File: src/rtl/step_sequencer.sv
// Multi-step validation sequencer: walks N_STEPS qualification steps in order,
// then waits for a closing finish, reporting completion, errors and a sequence count.
module step_sequencer #(
  parameter int N_STEPS = 3,
  parameter int TIMEOUT = 0,
  parameter int TO_W    = 16,
  parameter int STRICT  = 0
) (
  input  logic               clk,
  input  logic               reset,
  input  logic               start,
  input  logic [N_STEPS-1:0] valid,
  input  logic               finish,
  input  logic               abort,
  output logic [N_STEPS-1:0] step_pulse,
  output logic               done,
  output logic               busy,
  output logic [3:0]         cur_step,
  output logic               err,
  output logic [1:0]         err_code,
  output logic [7:0]         seq_count
);

  typedef enum logic [1:0] {
    S_IDLE     = 2'd0,
    S_STEP     = 2'd1,
    S_WAIT_END = 2'd2
  } state_t;

  localparam logic [1:0] ERR_NONE    = 2'b00;
  localparam logic [1:0] ERR_TIMEOUT = 2'b01;
  localparam logic [1:0] ERR_ORDER   = 2'b10;
  localparam logic [1:0] ERR_ABORT   = 2'b11;

  localparam bit              TO_EN     = (TIMEOUT != 0);
  localparam bit              STRICT_EN = (STRICT != 0);
  localparam logic [3:0]      LAST_IDX  = 4'(N_STEPS - 1);
  localparam logic [TO_W-1:0] TO_LAST   = TO_EN ? TO_W'(TIMEOUT - 1) : '0;

  // NOTE: declaration initialisers give the power-up state; they match the reset values exactly.
  state_t             r_state      = S_IDLE;
  logic [3:0]         r_idx        = '0;
  logic [TO_W-1:0]    r_cnt        = '0;
  logic [N_STEPS-1:0] r_step_pulse = '0;
  logic               r_done       = 1'b0;
  logic               r_busy       = 1'b0;
  logic               r_err        = 1'b0;
  logic [1:0]         r_err_code   = ERR_NONE;
  logic [7:0]         r_seq_count  = '0;

  logic [N_STEPS-1:0] w_sel;
  logic [N_STEPS-1:0] w_above;
  logic               w_hit;
  logic               w_order;
  logic               w_expire;
  logic               w_last;
  logic               w_fail;
  logic [1:0]         w_fail_code;

  // One-hot of the awaited step, and a mask of every step beyond it.
  always_comb begin
    w_sel   = '0;
    w_above = '0;
    for (int i = 0; i < N_STEPS; i++) begin
      w_sel[i]   = (4'(i) == r_idx);
      w_above[i] = (4'(i) > r_idx);
    end
  end

  assign w_hit    = |(valid & w_sel);
  assign w_order  = STRICT_EN && (|(valid & w_above));
  assign w_expire = TO_EN && (r_cnt == TO_LAST);
  assign w_last   = (r_idx == LAST_IDX);

  // Error priority: abort beats everything; a qualifying valid beats order and timeout.
  always_comb begin
    w_fail      = 1'b0;
    w_fail_code = ERR_NONE;
    if (r_state != S_IDLE && abort) begin
      w_fail      = 1'b1;
      w_fail_code = ERR_ABORT;
    end else if (r_state == S_STEP && !w_hit) begin
      if (w_order) begin
        w_fail      = 1'b1;
        w_fail_code = ERR_ORDER;
      end else if (w_expire) begin
        w_fail      = 1'b1;
        w_fail_code = ERR_TIMEOUT;
      end
    end
  end

  // NOTE: all state uses non-blocking assignments so every register samples pre-edge values.
  always_ff @(posedge clk) begin
    if (reset) begin
      r_state      <= S_IDLE;
      r_idx        <= '0;
      r_cnt        <= '0;
      r_step_pulse <= '0;
      r_done       <= 1'b0;
      r_busy       <= 1'b0;
      r_err        <= 1'b0;
      r_err_code   <= ERR_NONE;
      r_seq_count  <= '0;
    end else begin
      r_step_pulse <= '0;
      r_done       <= 1'b0;
      r_err        <= 1'b0;
      if (w_fail) begin
        r_state    <= S_IDLE;
        r_idx      <= '0;
        r_cnt      <= '0;
        r_busy     <= 1'b0;
        r_err      <= 1'b1;
        r_err_code <= w_fail_code;
      end else begin
        case (r_state)
          S_IDLE: begin
            if (start) begin
              r_state    <= S_STEP;
              r_idx      <= '0;
              r_cnt      <= '0;
              r_busy     <= 1'b1;
              r_err_code <= ERR_NONE;
            end
          end
          S_STEP: begin
            if (w_hit) begin
              r_step_pulse <= w_sel;
              r_cnt        <= '0;
              if (w_last) begin
                r_state <= S_WAIT_END;
                r_idx   <= '0;
              end else begin
                r_idx <= r_idx + 4'd1;
              end
            end else if (TO_EN) begin
              r_cnt <= r_cnt + TO_W'(1);
            end
          end
          S_WAIT_END: begin
            if (finish) begin
              r_state     <= S_IDLE;
              r_busy      <= 1'b0;
              r_done      <= 1'b1;
              r_seq_count <= r_seq_count + 8'd1;
            end
          end
          default: begin
            r_state <= S_IDLE;
            r_idx   <= '0;
            r_cnt   <= '0;
            r_busy  <= 1'b0;
          end
        endcase
      end
    end
  end

  assign step_pulse = r_step_pulse;
  assign done       = r_done;
  assign busy       = r_busy;
  assign cur_step   = r_idx;
  assign err        = r_err;
  assign err_code   = r_err_code;
  assign seq_count  = r_seq_count;

endmodule

File: config.mk
export PLATFORM = sky130hd
export DESIGN_NAME = step_sequencer
export DESIGN_NICKNAME = d
export VERILOG_FILES = /design/src/rtl/step_sequencer.sv
export SDC_FILE = /design/constraint.sdc
export NUM_CORES = 1
export LEC_CHECK = 0
export BUFFER_PORTS_ARGS = -buffer_cell sky130_fd_sc_hd__clkbuf_2
export CAP_MARGIN = 20
export CORE_ASPECT_RATIO = 1.1
export CORE_MARGIN = 10
export CORE_UTILIZATION = 45
export CTS_CLUSTER_SIZE = 30
export DETAILED_ROUTE_END_ITERATION = 10
export PLACE_DENSITY = 0.71
export SETUP_SLACK_MARGIN = 0.2
export SLEW_MARGIN = 20
export SYNTH_ARGS = -nofsm -noshare
export SYNTH_HDL_FRONTEND = slang
export SYNTH_SLANG_ARGS = --single-unit
File: constraint.sdc
create_clock -name clk -period 1.46 [get_ports clk]
set_input_delay 0.146 -clock clk [delete_from_list [all_inputs] [get_ports clk]]
set_output_delay 0.146 -clock clk [all_outputs]
set_load 0.05 [all_outputs]
After elaboration in Yosys (flattened, before gate mapping)
Cells that the tools add are included.

word-level totals
  register bits = 22
  bits of input ports = 8
  logic and storage cells = 58

cells by class
  add/sub/neg operators = 2
  equality and inequality tests = 9
  muxes and demuxes = 19
  bitwise operators = 5
  reduce and logical (&&, ||, !) cells = 15

operators by type and width
  kind                 count
  $mux 2               8
  $mux 4               3
  $pmux 4 s3           1
  $reduce_and 3->1     3
  $add 8x1->8 const B  1
  $ne 2x2->1 const B   4
  $pmux 2 s3           1
  $reduce_bool 2->1    3
  $reduce_or 3->1      2
  $mux 1               5
  $add 4x1->4 const B  1
  $eq 1x4->1 const A   1
  $eq 2x4->1 const A   1
  $eq 4x2->1 const B   1
  $logic_not 4->1      1
  $not 1->1            4
  $reduce_and 4->1     1
  $reduce_or 4->1      1
  $and 3x3->3          1
  $pmux 1 s3           1
  $eq 2x1->1 const B   1
  $eq 2x2->1 const B   1
  $logic_not 2->1      1
  $reduce_and 2->1     1
  2 further kinds      2

Logic depth before layout (Yosys ltp)
Gate-level depths: netlist of the first run.

  depth after elaboration = 5
  depth in mapped cells = 4
  gate-level depth less buffers = 4

Worst setup path after synthesis of the first run
No wires, ideal clock.

  path kind = register to register
  start point = register r_seq_count[0] (netlist: seq_count[0])
  end point = register r_seq_count[6] (netlist: seq_count[6])
  setup time = 71 ps
  arrival = 1528 ps
  slack = -138 ps
  cell stages (with the launch flop) = 5
  period minus slack after synthesis = 1598 ps
  cells stage by stage = dfxtp_1 > ha_1 > nand2_1 > or4_1 > a21oi_1

on the way
  longest elaborated chain between the ends = 1

ends and longest elaborated chain
  element                 line  text
  start, declared         49    logic [7:0] r_seq_count = '0;
  start signal, assigned  146   r_seq_count <= r_seq_count + 8'd1;
  $add 8x1->8             146

No other way between the ends.
A chain may end at the register's enable or synchronous reset.

Worst setup path in the final report of the first run
  start point = register r_state[0]
  end point = register r_idx[1] (netlist: cur_step[1])

on the way
  longest elaborated chain between the ends = 4

ends and longest elaborated chain
  element                                                   line  text
  start, declared                                           41    state_t r_state = S_IDLE;
  start signal, assigned                                    96    r_state <= S_IDLE;
  start signal, assigned                                    110   r_state <= S_IDLE;
  start signal, assigned                                    120   r_state <= S_STEP;
  branches (longest 4 deep; another with $reduce_and 3->1)  --
  end signal, assigned                                      135   r_idx <= r_idx + 4'd1;
  end, declared                                             42    logic [3:0] r_idx = '0;

Several ways; the timed one is not identified.

==> results.ini, run 1 <==
[clock_tree]
clock-sinks = 21
cts_hold_buf = 0
clock-root-buffer = clkbuf_4
clk_pin_slew_ns = 0.11
cts_tree = built
numCtsBuffers = 3
cts_buffer_depth = 2
h-tree-depth = 1
clock_latency_ns = 0.30

[detailed_routing]
vias = 892
drc_errors = 0
wl_per_cell_um = 14.3
viasPerCell = 5.37
drtIter0Drc = 31
first_pass_iters = 4
ant_nets = 0
totalWireLength_um = 2380

[place]
routabilityCongestion = 0.804
place_hpwl_um = 1680
placed_cells = 154
numPortBuffers = 27
place_area_um2 = 1120
dp_slack_ns = 0.0536

[sta]
finalClockSkew_ns = 0.00376
fin_tns_setup_ns = 0
rsz0062_at_grt = yes
worstMarginPinSlew_ns = 0.380
hold_violations = 0
finalSetupViolations = 0
period_share_pct = 88.2
slew_violations = 0
fmax_mhz = 777
fin_crit_ns = 1.29
setup_ws_ns = 0.173
slew_headroom_pct = 74.3

[logic_synthesis]
synth-seq-area-share_pct = 46.2
yosysWarnings = 0
yosysTopAreaCell = dfxtp_1
synth.cells.most_frequent = 21 x dfxtp_1, 9 x nor2_1, 8 x a21oi_1, 7 x o21ai_0, 5 x nand2_1
ys_ff_latch = 21
synthCells = 99
synth.distinct_cells = 35
netlist.area_leader.share_pct = 46.2
synth_edf_count = 0
synthTopCellsByArea = dfxtp_1 46%, a21oi_1 4.4%, o21ai_0 3.8%, nor2_1 3.7%, nand4bb_4 3.0%
async_flop_share_pct = 0
syn-cell-area_um2 = 911
synth_flop_cell = dfxtp_1
postSynthAreaPerCell_um2 = 9.20
synthMostInstantiatedCell = dfxtp_1
synth_nets = 108

[final_layout]
final_area_um2 = 1270
multiInputGateArea_um2 = 510
insertedDiodeCount = 0
layout-drive-gt1-share_pct = 47.1
register_area_um2 = 452
fin_nets = 148
area_growth_pct = 40.0
stdcell_count = 166
fillers = 186

[power]
p_per_area_nw_per_um2 = 770
p_sw_share_pct = 26.3
clock_power_share_pct = 28.4
netSwitchingPower_w = 0.000258
combPwrFrac_pct = 12.5
vdd_drop_max_uv = 532
cellLeakagePower_nw = 0.516
p_seq_share_pct = 59.0
p_int_w = 0.000723

[floorplan]
fp.dieH_um = 67.2
fp.dieArea_um2 = 4230
placement_rows = 17
initial_core_util_pct = 46.5
chipWidth_um = 62.9
core_um2 = 1960
io_pins = 28

[global_routing]
grt_max_degree = 14
grt_pass1_vias = 871
gr-total-overflow = 0
antenna_found_initial = 0
grt_pass1_wl_um = 3980
grt.total_usage_pct = 11.3

[outcome]
status = finished, final reports clean

[critical_path]
critPathCaptureType = flip-flop
crit_path_start = r_state[0]
crit_required_ns = 1.66
reg2reg_depth = 4
arrival_ns = 1.49
criticalPathCategory = flip-flop to flip-flop
start_kind = flip-flop
reg2reg_to = cur_step[1]
r2r_slack_ns = 0.17
critPathCapture = cur_step[1]
critPathMaxFanout = 13
crit-reg2reg-launch = r_state[0]

[worst_hold_path]
hold_class = primary input to flip-flop

[job]
maxCapViolCount = 0

per-stage QoR:
stage          power [W]  hold WS, ns  util [%]
2_1_floorplan   0.000670        0.215         -
3_3_place_gp    0.000704        0.395      57.4
3_5_place_dp    0.000706        0.398      57.4
4_1_cts         0.000983       0.0749      62.3
5_1_grt          0.00102       0.0816      65.2
6_report        0.000982       0.0689      65.2
kinds of logic after synthesis:
family	Yosys count	share of synthesized area, %
adder cells (fa/ha/maj)	1	1.37
flip-flops	21	46.2
buffers and inverters	8	4.12
AND/OR/NAND/NOR	41	27.9
XOR/XNOR	1	0.962
AO/OA/AOI/OAI	26	18.4
multiplexers	1	1.10
power groups by stage:
stage	registers [W]	clock network, W	logic, W
after floorplan	0.000618	0	0.0000525
after global placement	0.000592	0	0.000112
after detailed placement	0.000593	0	0.000113
after CTS	0.000581	0.000282	0.000119
after global routing	0.000582	0.000307	0.000132
final	0.000580	0.000279	0.000123
worst min-delay path by stage:
stage          startpoint            end  cells past startpoint
3_5_place_dp     valid[0]  step_pulse[0]                      3
2_1_floorplan       reset   seq_count[7]                      1
4_1_cts          valid[0]  step_pulse[0]                      3
5_1_grt          valid[0]  step_pulse[0]                      3
3_3_place_gp     valid[0]  step_pulse[0]                      3
6_report         valid[0]  step_pulse[0]                      3
worst max-delay path, stage by stage, from the launching register on:
cell and delay (ns):
dfxtp_2 0.35, buf_6 0.14, or3b_4 0.39, a32oi_1 0.23, a211oi_1 0.07
final cells by class:
cell class,count,area share (%)
clock buffer,4,2.06
tap,28,2.75
timing repair buffer,39,18.8
sequential,21,35.4
multi-input combinational,71,40.0
inverter,3,0.883
metal layers:
layer	GRT usage [%]	wire length (µm)	up-vias
met5	0	0	-
met4	5.87	51	0
met3	3.31	128	6
met2	18.3	1070	26
met1	13.5	1130	411
li1	-	-	449
cells in the final DEF, fill, tap and decap left out, drive strengths merged, types with 2 or more instances in the layout:
| cell | count |
|---|---|
| o21ai | 7 |
| or4 | 3 |
| clkbuf | 31 |
| a32oi | 2 |
| inv | 3 |
| or3 | 3 |
| o31ai | 3 |
| a21oi | 8 |
| nand2 | 5 |
| nand3 | 4 |
| nor2b | 2 |
| nor2 | 9 |
| nand4bb | 2 |
| and3 | 2 |
| buf | 12 |
| nand3b | 2 |
| dfxtp | 21 |
| and2 | 3 |
registers in the layout, indices dropped and copies added (netlist names):
register    cells
err_code        1
done            1
busy            1
step_pulse      3
cur_step        4
r_state         2
seq_count       8
err             1
what timing repair did:
item / 4_1_cts / 5_1_grt
pin swaps: 6 / 6
cloned: 1 / 0
gates resized for setup: 8 / 8
setup endpoints to repair: 11 / 12
setup buffers: 4 / 3
Note: power is estimated with default switching activity, not from simulation.
==> run 2, diff against run 1 <==
CORE_UTILIZATION = 48   (was 45)
MAX_ROUTING_LAYER = met4   (was default)
PLACE_DENSITY = 0.75   (was 0.71)
==> run 2 against run 1 <==
Global-route usage up 0.22 points. Sequential power about the same. Design area down 1.7%. Maximum frequency up 1.1%. First-iteration DRC count up 45%. Clock-buffer cell count down 1. Critical path type unchanged. Die area down 4.3%. Combinational power about the same. Final cell count down 6.0%.
==> results.ini, run 2 (synthesis gave the netlist of run 1 again) <==
[outcome]
status = finished, final reports clean

[sta]
period_share_pct = 87.2
finalClockSkew_ns = 0.00223
finalSetupViolations = 0
fmax_mhz = 785
rsz0062_at_grt = yes
fin_tns_setup_ns = 0
slew_headroom_pct = 65.1
worstMarginPinSlew_ns = 0.520
fin_crit_ns = 1.27
slew_violations = 0
hold_violations = 0

[detailed_routing]
totalWireLength_um = 2330
first_pass_iters = 4
ant_nets = 0
drtIter0Drc = 45
wl_per_cell_um = 15.0
drc_errors = 0
vias = 897
viasPerCell = 5.75

[clock_tree]
clock-sinks = 21
cts_tree = built
clk_pin_slew_ns = 0.12
clock-root-buffer = clkbuf_4
clock_latency_ns = 0.30
cts_buffer_depth = 2
numCtsBuffers = 3
h-tree-depth = 1

[critical_path]
arrival_ns = 1.51
critPathMaxFanout = 5
start_kind = flip-flop
crit_path_max_incr_delay_ns = 0.48
crit_required_ns = 1.70
cp_cell_sequence = nand4bb_4 -> or4_1 -> a21oi_1
crit_slowest_cell = or4_1
critPathCaptureType = flip-flop
criticalPathCategory = flip-flop to flip-flop

[job]
maxCapViolCount = 0

[place]
placed_cells = 144
place_hpwl_um = 1580
numPortBuffers = 27
place_area_um2 = 1110
routabilityCongestion = 0.845

[final_layout]
final_common_cell = clkbuf_2
stdcell_count = 156
insertedDiodeCount = 0
final_area_um2 = 1250
fin_nets = 148
largest_reg_flops = 8
layout-drive-gt1-share_pct = 47.8
area_growth_pct = 37.6
layout.cells.most_common_list = 27 x clkbuf_2, 11 x buf_4, 9 x nor2_1

[floorplan]
chipWidth_um = 61.5
fp.dieArea_um2 = 4040
initial_core_util_pct = 50.6
placement_rows = 16
io_pins = 28
core_um2 = 1800
fp.dieH_um = 65.7

[power]
cellLeakagePower_nw = 0.517
vdd_drop_max_uv = 650
p_per_area_nw_per_um2 = 787
total_power_w = 0.000987

[global_routing]
grt_max_degree = 14
antenna_found_initial = 0
grt_pass1_wl_um = 3610
gr-total-overflow = 0
grt.total_usage_pct = 11.6
grt_pass1_vias = 826

[worst_hold_path]
hold_class = primary input to flip-flop

==> run 2: what timing repair did <==
action,4_1_cts,5_1_grt
setup endpoints to repair,7,10
setup buffers,3,4
hold buffers,0,0
gates resized for setup,3,10
pin swaps,3,9
gates cloned,1,0
==> run 2: metrics by stage <==
stage | hold slack [ns] | worst slack [ns] | utilization, %
detailed placement | 0.406 | 0.104 | 61.7
finish | 0.0712 | 0.186 | 69.6
floorplan | 0.215 | 0.143 | -
global route | 0.0784 | 0.127 | 69.6
CTS | 0.0646 | 0.169 | 65.6
global placement | 0.396 | 0.102 | 61.7
==> run 2: final timing paths <==
path | start | end | slack (ns) | depth (start not counted)
min reg2reg | busy | busy | 0.48 | 2
max | r_state[0] | seq_count[5] | 0.19 | 3
max reg2reg | r_state[0] | seq_count[5] | 0.19 | 3
min | valid[0] | step_pulse[0] | 0.07 | 3
==> run 2: layer usage <==
| layer | up-vias | global-route usage [%] | wire, µm | share of wire (%) |
|---|---|---|---|---|
| li1 | 447 | - | - | - |
| met1 | 417 | 14.7 | 1100 | 47 |
| met2 | 29 | 16.7 | 1070 | 46 |
| met3 | 4 | 2.88 | 147 | 6.3 |
| met4 | 0 | 5.03 | 21 | 0.90 |
| met5 | - | - | 0 | 0 |
==> run 2: area by class of cell <==
class,instances,area (µm²)
fillers,141,548
multi-input cells,71,512
flip-flops and latches,21,452
repair buffers,39,229
clock buffers,3,22.5
well taps,18,22.5
inverters,3,11.3
clock inverters,1,5.00
==> run 2: where the power goes <==
| group | switching (W) | total (W) | internal [W] |
|---|---|---|---|
| Combinational | 0.0000779 | 0.000126 | 0.0000482 |
| Sequential | 0.00000721 | 0.000579 | 0.000572 |
| Clock | 0.000179 | 0.000282 | 0.000102 |
==> run 2: worst max-delay path, delay by kind of cell (launching register included) <==
family             cells  cell delay [ns]
AOI/OAI and AO/OA      1             0.12
and+or+nand+nor        2             0.73
DFF                    1             0.35
==> run 3, diff against run 2 <==
CORE_UTILIZATION = 44   (was 48)
PLACE_DENSITY = 0.84   (was 0.75)
SKIP_LAST_GASP = 1   (was default)
clock period = 1.16 ns   (was 1.46 ns; I/O delays follow)
==> run 3 against run 2 <==
The run now ends with negative setup slack left. Non-clock buffer count rose by 18. Via count rose by 23%. Design area grew 50%. Sequential share of layout area decreased by 11 points. Worst setup slack worse by 0.39 ns.
==> results.ini, run 3 (synthesis gave the netlist of run 1 again) <==
[critical_path]
arrival_ns = 1.57
start_kind = flip-flop
critPathMaxFanout = 6
criticalPathCategory = flip-flop to flip-flop
critPathCaptureType = flip-flop
crit_required_ns = 1.37
reg2reg_depth = 5

[clock_tree]
clock_latency_ns = 0.31
clk_pin_slew_ns = 0.12
clock-root-buffer = clkbuf_4
clock-sinks = 21
numCtsBuffers = 3
cts_hold_buf = 0
cts_buffer_depth = 2
h-tree-depth = 1
cts_tree = built

[detailed_routing]
wl_per_cell_um = 22.2
ant_nets = 0
vias = 1106
drtIter0Drc = 99
viasPerCell = 6.04
totalWireLength_um = 4070
first_pass_iters = 4
drc_errors = 0

[sta]
setup_ws_ns = -0.201
fin_tns_setup_ns = -1.72
fin_crit_ns = 1.36
slew_violations = 0
hold_violations = 0
finalSetupViolations = 17
slew_headroom_pct = 80.8
worstMarginPinSlew_ns = 0.285
fmax_mhz = 735
rsz0062_at_grt = yes
period_share_pct = 117
finalClockSkew_ns = 0.000959

[job]
maxCapViolCount = 0

[global_routing]
gr-total-overflow = 0
grt_pass1_wl_um = 5480
grt_pass1_vias = 1038
antenna_found_initial = 0
grt_max_degree = 13
grt.total_usage_pct = 16.7

[final_layout]
largest_reg_flops = 8
final_common_cell = buf_4
fin_nets = 165
layout.cells.most_common_list = 18 x buf_4, 13 x clkbuf_16, 12 x dfxtp_4, 12 x buf_6, 9 x dfxtp_2
area_growth_pct = 106
layout-drive-gt1-share_pct = 67.1
stdcell_count = 183
fillers = 68
post-route-util_pct = 93.7
insertedDiodeCount = 0

[floorplan]
core_um2 = 2000
initial_core_util_pct = 45.6
placement_rows = 17
fp.dieH_um = 67.7
fp.dieArea_um2 = 4290
chipWidth_um = 63.4
io_pins = 28

[power]
p_per_area_nw_per_um2 = 721
cellLeakagePower_nw = 0.735
vdd_drop_max_uv = 712
total_power_w = 0.00135

[outcome]
violations = negative setup slack
status = finished, violations left

[place]
dp_slack_ns = -0.114
routabilityCongestion = 0.852
place_hpwl_um = 1890
numPortBuffers = 27
placed_cells = 163

[worst_hold_path]
min_path_cells = 2
hold_class = primary input to flip-flop

[run 3: timing repair]
action                     CTS  global route
pin swaps                   19             6
buffers inserted             9             7
gates cloned                 0             0
setup endpoints to repair   38            41
gates resized for setup     64            30
[run 3: routing by layer]
metal	up-vias	share of wire (%)	routed length [µm]	global-route usage, %
li1	479	-	-	-
met4	0	1.5	63	5.74
met3	11	6.3	258	2.81
met5	-	0	0	-
met2	55	48	1950	28.5
met1	561	44	1800	19.5
[run 3: per-stage QoR]
stage                     area, µm²  hold WS, ns
final                          1870       0.0365
after global routing           1870       0.0367
after CTS                      1730       0.0165
after floorplan                1050        0.185
after global placement         1280        0.363
after detailed placement       1280        0.358
[run 3: path summary, 6_finish.rpt]
check	start	slack, ns	end
max	r_state[0]	-0.20	seq_count[3]
min	reset	0.04	err
min reg2reg	seq_count[6]	0.52	seq_count[6]
max reg2reg	r_state[0]	-0.20	seq_count[3]
[run 3: power by group]
part           switching (W)  leakage [nW]  internal, W
Clock               0.000241        0.0177     0.000129
Combinational       0.000131         0.533     0.000125
Sequential         0.0000153         0.184     0.000709
[run 3: worst max-delay path, cell delays in order, from the launching register on]
cell and delay, ns:
dfxtp_2 0.36, nand4bb_4 0.24, buf_6 0.17, buf_4 0.13, o21ai_0 0.26, a21oi_2 0.09
[run 3: layout make-up]
class / instances / area, µm² / area share [%]
Clock buffer: 3 / 22.5 / 1.20
Multi-Input combinational cell: 70 / 588 / 31.4
Clock inverter: 1 / 5.00 / 0.267
Tap cell: 28 / 35.0 / 1.87
Inverter: 3 / 11.3 / 0.601
Timing Repair Buffer: 57 / 736 / 39.3
Sequential cell: 21 / 477 / 25.4
